==> src/rtl/disk_arbiter.sv <==
// Two-requester arbiter in front of a single disk_dev: grants ownership, muxes
// the sector buffer port and sequences one read/write sector operation at a time.
module disk_arbiter #(
    parameter int unsigned TIMEOUT_CYCLES = 50_000_000
) (
    input  logic        clk,
    input  logic        rst,
    input  logic [1:0]  req,
    output logic [1:0]  gnt,
    input  logic [1:0]  start,
    input  logic [1:0]  op,
    input  logic [57:0] sector,
    input  logic [1:0]  buf_we,
    input  logic [17:0] addr,
    input  logic [63:0] wdata,
    output logic [31:0] rdata,
    output logic [1:0]  done,
    output logic [1:0]  err,
    output logic [31:0] dev_instruction,
    output logic        dev_read_pause,
    output logic        dev_write_pause,
    output logic [8:0]  dev_addr,
    output logic [31:0] dev_data_in,
    input  logic [31:0] dev_data_out,
    input  logic        dev_operate_done,
    output logic        dev_abort
);

    localparam int unsigned SEC_W   = 29;
    localparam int unsigned ADDR_W  = 9;
    localparam int unsigned DATA_W  = 32;
    localparam int unsigned TIMER_W = 32;
    localparam logic [TIMER_W-1:0] TIMER_LIMIT =
        (TIMEOUT_CYCLES == 0) ? TIMER_W'(0) : TIMER_W'(TIMEOUT_CYCLES - 1);

    typedef enum logic [1:0] {IDLE, OWN, ISSUE, BUSY} state_t;

    state_t             state, state_d;
    logic               owner, owner_d;
    logic               last_grant, last_grant_d;
    logic               op_l, op_l_d;
    logic [SEC_W-1:0]   sector_l, sector_l_d;
    logic [TIMER_W-1:0] timer, timer_d;
    logic [1:0]         gnt_d, done_d, err_d;
    logic               read_pause_d, write_pause_d, abort_d;

    logic               win;
    logic               op_done_ok;
    logic               timeout_hit;
    logic               finish;
    logic               owner_req;
    logic               owner_start;
    logic               owner_op;
    logic [SEC_W-1:0]   owner_sector;

    // Round-robin: a lone requester wins, a tie goes to whoever was not granted last.
    assign win          = req[1] & (~req[0] | ~last_grant);
    assign owner_req    = req[owner];
    assign owner_start  = start[owner];
    assign owner_op     = op[owner];
    assign owner_sector = owner ? sector[2*SEC_W-1:SEC_W] : sector[SEC_W-1:0];

    // The first BUSY cycle (timer == 0) masks a stale done left over from the last operation.
    assign op_done_ok  = (state == BUSY) && (timer != '0) && dev_operate_done;
    assign timeout_hit = (TIMEOUT_CYCLES != 0) && (state == BUSY) &&
                         (timer == TIMER_LIMIT) && !op_done_ok;
    assign finish      = op_done_ok | timeout_hit;

    always_ff @(posedge clk or posedge rst) begin
        if (rst) begin
            state           <= IDLE;
            owner           <= 1'b0;
            last_grant      <= 1'b1;
            op_l            <= 1'b0;
            sector_l        <= '0;
            timer           <= '0;
            gnt             <= '0;
            done            <= '0;
            err             <= '0;
            dev_read_pause  <= 1'b0;
            dev_write_pause <= 1'b0;
            dev_abort       <= 1'b0;
        end else begin
            state           <= state_d;
            owner           <= owner_d;
            last_grant      <= last_grant_d;
            op_l            <= op_l_d;
            sector_l        <= sector_l_d;
            timer           <= timer_d;
            gnt             <= gnt_d;
            done            <= done_d;
            err             <= err_d;
            dev_read_pause  <= read_pause_d;
            dev_write_pause <= write_pause_d;
            dev_abort       <= abort_d;
        end
    end

    always_comb begin
        state_d = state;
        case (state)
            IDLE:    if (|req) state_d = OWN;
            OWN: begin
                if (!owner_req)       state_d = IDLE;
                else if (owner_start) state_d = ISSUE;
            end
            ISSUE:   state_d = BUSY;
            BUSY:    if (finish) state_d = owner_req ? OWN : IDLE;
            default: state_d = IDLE;
        endcase
    end

    // Next values for every registered output and datapath register.
    always_comb begin
        owner_d       = owner;
        last_grant_d  = last_grant;
        op_l_d        = op_l;
        sector_l_d    = sector_l;
        timer_d       = timer;
        gnt_d         = gnt;
        done_d        = '0;
        err_d         = err;
        read_pause_d  = 1'b0;
        write_pause_d = 1'b0;
        abort_d       = 1'b0;
        case (state)
            IDLE: begin
                if (|req) begin
                    owner_d      = win;
                    last_grant_d = win;
                    gnt_d        = win ? 2'b10 : 2'b01;
                end
            end
            OWN: begin
                if (!owner_req) begin
                    gnt_d = '0;
                end else if (owner_start) begin
                    op_l_d        = owner_op;
                    sector_l_d    = owner_sector;
                    err_d[owner]  = 1'b0;
                    write_pause_d = owner_op;
                    read_pause_d  = ~owner_op;
                end
            end
            ISSUE: begin
                timer_d = '0;
            end
            BUSY: begin
                if (timer != '1) timer_d = timer + TIMER_W'(1);
                if (finish) begin
                    done_d[owner] = 1'b1;
                    if (timeout_hit) begin
                        abort_d      = 1'b1;
                        err_d[owner] = 1'b1;
                    end
                    if (!owner_req) gnt_d = '0;
                end
            end
            default: ;
        endcase
    end

    always_comb begin
        dev_instruction = '0;
        case (state)
            OWN:         dev_instruction = {1'b1, buf_we[owner], 1'b0, {SEC_W{1'b0}}};
            ISSUE, BUSY: dev_instruction = {1'b1, op_l, 1'b1, sector_l};
            default:     dev_instruction = '0;
        endcase
    end

    assign dev_addr    = owner ? addr[2*ADDR_W-1:ADDR_W] : addr[ADDR_W-1:0];
    assign dev_data_in = owner ? wdata[2*DATA_W-1:DATA_W] : wdata[DATA_W-1:0];
    assign rdata       = dev_data_out;

endmodule

==> config.mk <==
export PLATFORM = sky130hd
export DESIGN_NAME = disk_arbiter
export DESIGN_NICKNAME = d
export VERILOG_FILES = /design/src/rtl/disk_arbiter.sv
export SDC_FILE = /design/constraint.sdc
export NUM_CORES = 1
export LEC_CHECK = 0
export ABC_AREA = 1
export CAP_MARGIN = 30
export CORE_MARGIN = 2
export CORE_UTILIZATION = 41
export CTS_BUF_LIST = sky130_fd_sc_hd__clkbuf_8
export DETAILED_ROUTE_END_ITERATION = 16
export PLACE_DENSITY = 0.82
export SLEW_MARGIN = 20
export SYNTH_ARGS = -nofsm -noshare
export SYNTH_HDL_FRONTEND = slang
export SYNTH_SLANG_ARGS = --single-unit
==> constraint.sdc <==
create_clock -name clk -period 3.4 [get_ports clk]
set_input_delay 1.02 -clock clk [delete_from_list [all_inputs] [get_ports clk]]
set_output_delay 1.02 -clock clk [all_outputs]
set_load 0.1 [all_outputs]
* Yosys cells after proc, flatten, opt, wreduce, memory -nomap -nowiden
Cells that the tools add are included.
** Cells by class
- Multiply operators :: 0
- Bitwise gates (word level) :: 9
- Order comparisons :: 2
- Shift operators :: 0
- Reduce and logical (&&, ||, !) cells :: 19
- Div/mod/pow operators :: 0
- Equality and inequality tests :: 12
- $add $sub $neg :: 1
- Multiplexer cells :: 43
** Operators by type and width (count)
- $pmux 32 s2 :: 2
- $mux 32 :: 2
- $add 32x1->32 const B :: 1
- $eq 32x26->1 const B :: 1
- $ne 32x32->1 const B :: 1
- $reduce_bool 32->1 :: 1
- $mux 29 :: 1
- $mux 2 :: 14
- $mux 1 :: 19
- $ne 2x2->1 const B :: 5
- $mux 9 :: 1
- $reduce_and 3->1 :: 3
- $pmux 2 s4 :: 1
- $pmux 2 s3 :: 1
- $logic_and 1x1->1 :: 5
- $reduce_and 5->1 :: 1
- $eq 2x2->1 const B :: 2
- $pmux 2 s2 :: 1
- $reduce_and 2->1 :: 2
- $reduce_bool 2->1 :: 2
- $reduce_or 2->1 :: 2
- $ne 3x3->1 const B :: 1
- $not 1->1 :: 3
- $reduce_bool 3->1 :: 1
- other kinds (12) :: 13
** Storage, ports and cells
- Memories kept :: 0
- Memory bits (read-only) :: 0
- Flip-flop bits (word level) :: 75
- Output and inout port bits :: 114
- Memory bits (writable) :: 0
- Bits in latches :: 0

* Logic depth before layout (Yosys ltp)
- Depth in word-level cells :: 9
- Gate-level depth with buffers :: 11
- Mapped depth without buffers :: 10

* Worst setup path before layout
Ideal clock, no wire load.
- Kind :: flip-flop to output port
- Start :: register owner
- End :: output port dev_instruction[30]
- Cell stages (with the launch flop) :: 7
- Slack :: -1006 ps
- Data required time :: 2380 ps
- Path buffers :: 3
- Data arrival time :: 3386 ps
- Cells stage by stage :: dfrtp_1 > buf_2 > inv_1 > clkbuf_1 > buf_2 > nor2_1 > o32ai_1
** Between the ends
- Longest elaborated chain between the ends :: 3
** RTL lines
- from (decl) :: RTL line 39 : logic owner, owner_d;
- from (signal assigned) :: RTL line 85 : owner <= owner_d;
- $mux 1 (implied by the code) (2 in series) :: RTL line 166 : OWN: dev_instruction = {1'b1, buf_we[owner], 1'b0, {SEC_W{1'b0}}};
- $pmux 32 s2 :: RTL line 165 : case (state)
- to (decl) :: RTL line 19 : output logic [31:0] dev_instruction,
Every way passes these cells. The select of a mux whose other input is x is not followed.

* Worst setup path in the final report
- Start :: input port buf_we[0]
- End :: output port dev_instruction[30]
** Between the ends
- Longest elaborated chain between the ends :: 3
** RTL lines
- from (decl) :: RTL line 13 : input logic [1:0] buf_we,
- $mux 1 (implied by the code) (2 in series) :: RTL line 166
- $pmux 32 s2 :: RTL line 165
Every way passes these cells. The select of a mux whose other input is x is not followed.

==> out/results.ini <==
[setup_path]
critPathLaunchType = input port
cp-end-kind = output port
criticalPathCategory = in2out
arrival_ns = 2.13
crit_fanout = 1
worstPathRequired_ns = 2.38

[routing]
postRouteAntennaNets = 0
drtIter0Drc = 558
viasPerCell = 5.05
num_vias = 6089
wl_um = 20300
route.detailed.drc = 0
wl_per_cell_um = 16.8
first_pass_iters = 9

[run]
maxCapViolCount = 0

[die]
core_region_area_sq_um = 12800
dieArea_sq_um = 14100
die_w_um = 119
floorplan.initialDensity = 0.424
design.portCount = 297
dieHeight_um = 119
row_count = 41

[logic_synthesis]
synth_area_per_cell_sq_um = 6.44
synth_cell_types = 41
synthMuxAreaShare = 0.00185
ys_warn_count = 0
synthCells = 841
yosysSeqAreaShare = 0.347
synthXorXnorAreaFrac = 0.0129
synth_area_sq_um = 5420
synth_top_cell_by_area = dfrtp_1
synthAdderAreaFrac = 0.00462
synth_edf_count = 0
synth_fp_nets = 1026
synth_compound_area_frac = 0.0958
synth_top_family_by_area = simple AND/OR/NAND/NOR gates
synth_top_cell_area_share = 0.342
yosys-top-cells-area = dfrtp_1 34%, nand2_1 22%, nor2_1 9.5%, inv_1 5.5%, buf_4 5.0%
async_reset_ff_frac = 1.00
synthFlopType = dfrtp_1
synth-seq-cells = 75
synthSimpleGateAreaFrac = 0.395

[final_layout]
utilization = 0.671
drive_gt1_frac = 0.143
area_delta_synth_final_pct = 58.2
layout.nets = 1210
fillers = 1067
finalInstanceArea_sq_um = 8570

[timing]
relSlewSlack = 0.591
slew_viol_final = 0
max_freq_mhz = 318
min_period_ns = 3.15
finalCritPeriodShare = 0.925
hold_slack_ns = 0.484
tightest_slew_ns = 0.606
setup_viol = 0
finalHoldViolCount = 0
fin_skew_ns = 0.0120
rsz0062_at_grt = no
setup_slack_ns = 0.254
tns_ns = 0

[clock_tree]
cts_buffers = 9
cts.sinks = 75
cts_tree = built
clk_latency_ns = 0.37
ctsHoldBuffers = 0
root_buffer = clkbuf_8
cts_htree_levels = 3
cts_setup_buffers = 0
clkTransAtPathRegs_ns = 0.08
clockBufferDepth = 2
post_cts_resized = 0

[grt]
grt_pass1_wl_um = 31100
grt_pass1_vias = 5894
track_usage = 0.283
grt_overflow = 0
grt_max_degree = 65
antenna_found_initial = 3

[placement]
place_area_sq_um = 8340
dp_slack_ns = 0.264
post-dp-hpwl_um = 16200
place.gp.congestion = 0.952
port_buffers = 232

[power_and_ir_drop]
irDropWorstVdd_uv = 794
p_per_area_nw_per_um2 = 943
leakagePower_uw = 0.00415

[worst_hold_path]
min_path_type = reg2reg

[run_status]
outcome = finished clean

[synth_stat cells, types with 3 or more instances]
cell / count
buf_1: 4
buf_12: 3
nand4_1: 8
dfrtp_1: 74
a21oi_1: 5
nor2_1: 137
nand2_1: 311
nand3_1: 45
buf_2: 6
o21ai_0: 16
or2_2: 3
inv_1: 80
nor3_1: 5
xor2_1: 6
clkbuf_1: 19
o21ai_2: 12
o21ai_1: 6
o31ai_1: 30
inv_2: 4
buf_4: 36
nand2_2: 5
[worst max-delay path, stage by stage]
cell and delay (ns):
clkdlybuf4s50_1 0.47, nor2_1 0.05, o32ai_2 0.36, buf_12 0.22
[area by class of cell]
| class | instances | area, sq um | share of cell area |
|---|---|---|---|
| well taps | 172 | 215 | 0.0251 |
| repair buffers | 242 | 3160 | 0.368 |
| inverters | 84 | 315 | 0.0368 |
| multi-input cells | 613 | 2780 | 0.324 |
| flip-flops and latches | 75 | 1880 | 0.219 |
| clock buffers | 9 | 124 | 0.0145 |
| clock inverters | 7 | 98.8 | 0.0115 |
| diodes | 3 | 7.51 | 0.000876 |
[routing by layer]
metal | global-route usage | vias to the layer above | routed length (um)
li1 | - | 2948 | -
met2 | 0.528 | 266 | 10800
met5 | 0 | - | 0
met1 | 0.318 | 2830 | 7560
met3 | 0.0441 | 45 | 1190
met4 | 0.121 | 0 | 750
[cells in the final DEF, fill, tap and decap left out, types with 6 or more instances in the layout]
cell,instances
dfrtp_1,73
inv_2,6
o21ai_1,6
nand4_1,8
o21ai_0,16
o21ai_2,12
xor2_1,6
buf_12,77
nand3_1,45
buf_4,15
nand2_1,310
clkdlybuf4s50_1,150
nand2_2,6
clkbuf_8,9
o31ai_1,30
nor2_1,137
inv_1,78
[registers in the layout, indices dropped and copies added, names as in the netlist, named ones only]
register,count
last_grant,1
dev_write_pause,1
timer,32
gnt,2
state,1
sector_l,29
op_l,1
owner,1
done,2
dev_abort,1
dev_read_pause,1
[metrics by stage]
| stage | total power [uW] | std cells |
|---|---|---|
| 2_1_floorplan | 5340 | 841 |
| 3_3_place_gp | 7250 | 1186 |
| 3_5_place_dp | 7320 | 1186 |
| 4_1_cts | 8110 | 1202 |
| 5_1_grt | 8400 | 1205 |
| 6_report | 8080 | 1205 |
[power by group]
group | internal, uW | total (uW) | switching, uW | leakage [uW]
combinational | 1890 | 5970 | 4080 | 0.00306
clock | 418 | 793 | 374 | 0.000110
sequential | 1120 | 1320 | 193 | 0.000986
total | 3430 | 8080 | 4650 | 0.00415
[kinds of logic (layout without fill, tap and decap cells)]
family / count (synthesis) / after routing
buffers and inverters: 153 / 342
adder cells (fa/ha/maj): 2 / 2
flip-flops: 75 / 75
AND/OR/NAND/NOR: 526 / 526
XOR/XNOR: 8 / 8
AO/OA/AOI/OAI: 76 / 76
other: 0 / 3
multiplexers: 1 / 1
[path summary, 6_finish.rpt]
path                            depth (start not counted)  slack [ns]                   to          from
worst max-delay path                                    4        0.25  dev_instruction[30]     buf_we[0]
worst min-delay path                                    2        0.48         sector_l[14]  sector_l[14]
worst max register to register                         10        0.86             timer[3]          flop
worst min register to register                          2        0.48         sector_l[14]  sector_l[14]
max in group asynchronous                               3        1.71           last_grant           rst
min in group asynchronous                               2        1.05         sector_l[28]           rst
Power figures use the tool's default switching activity.
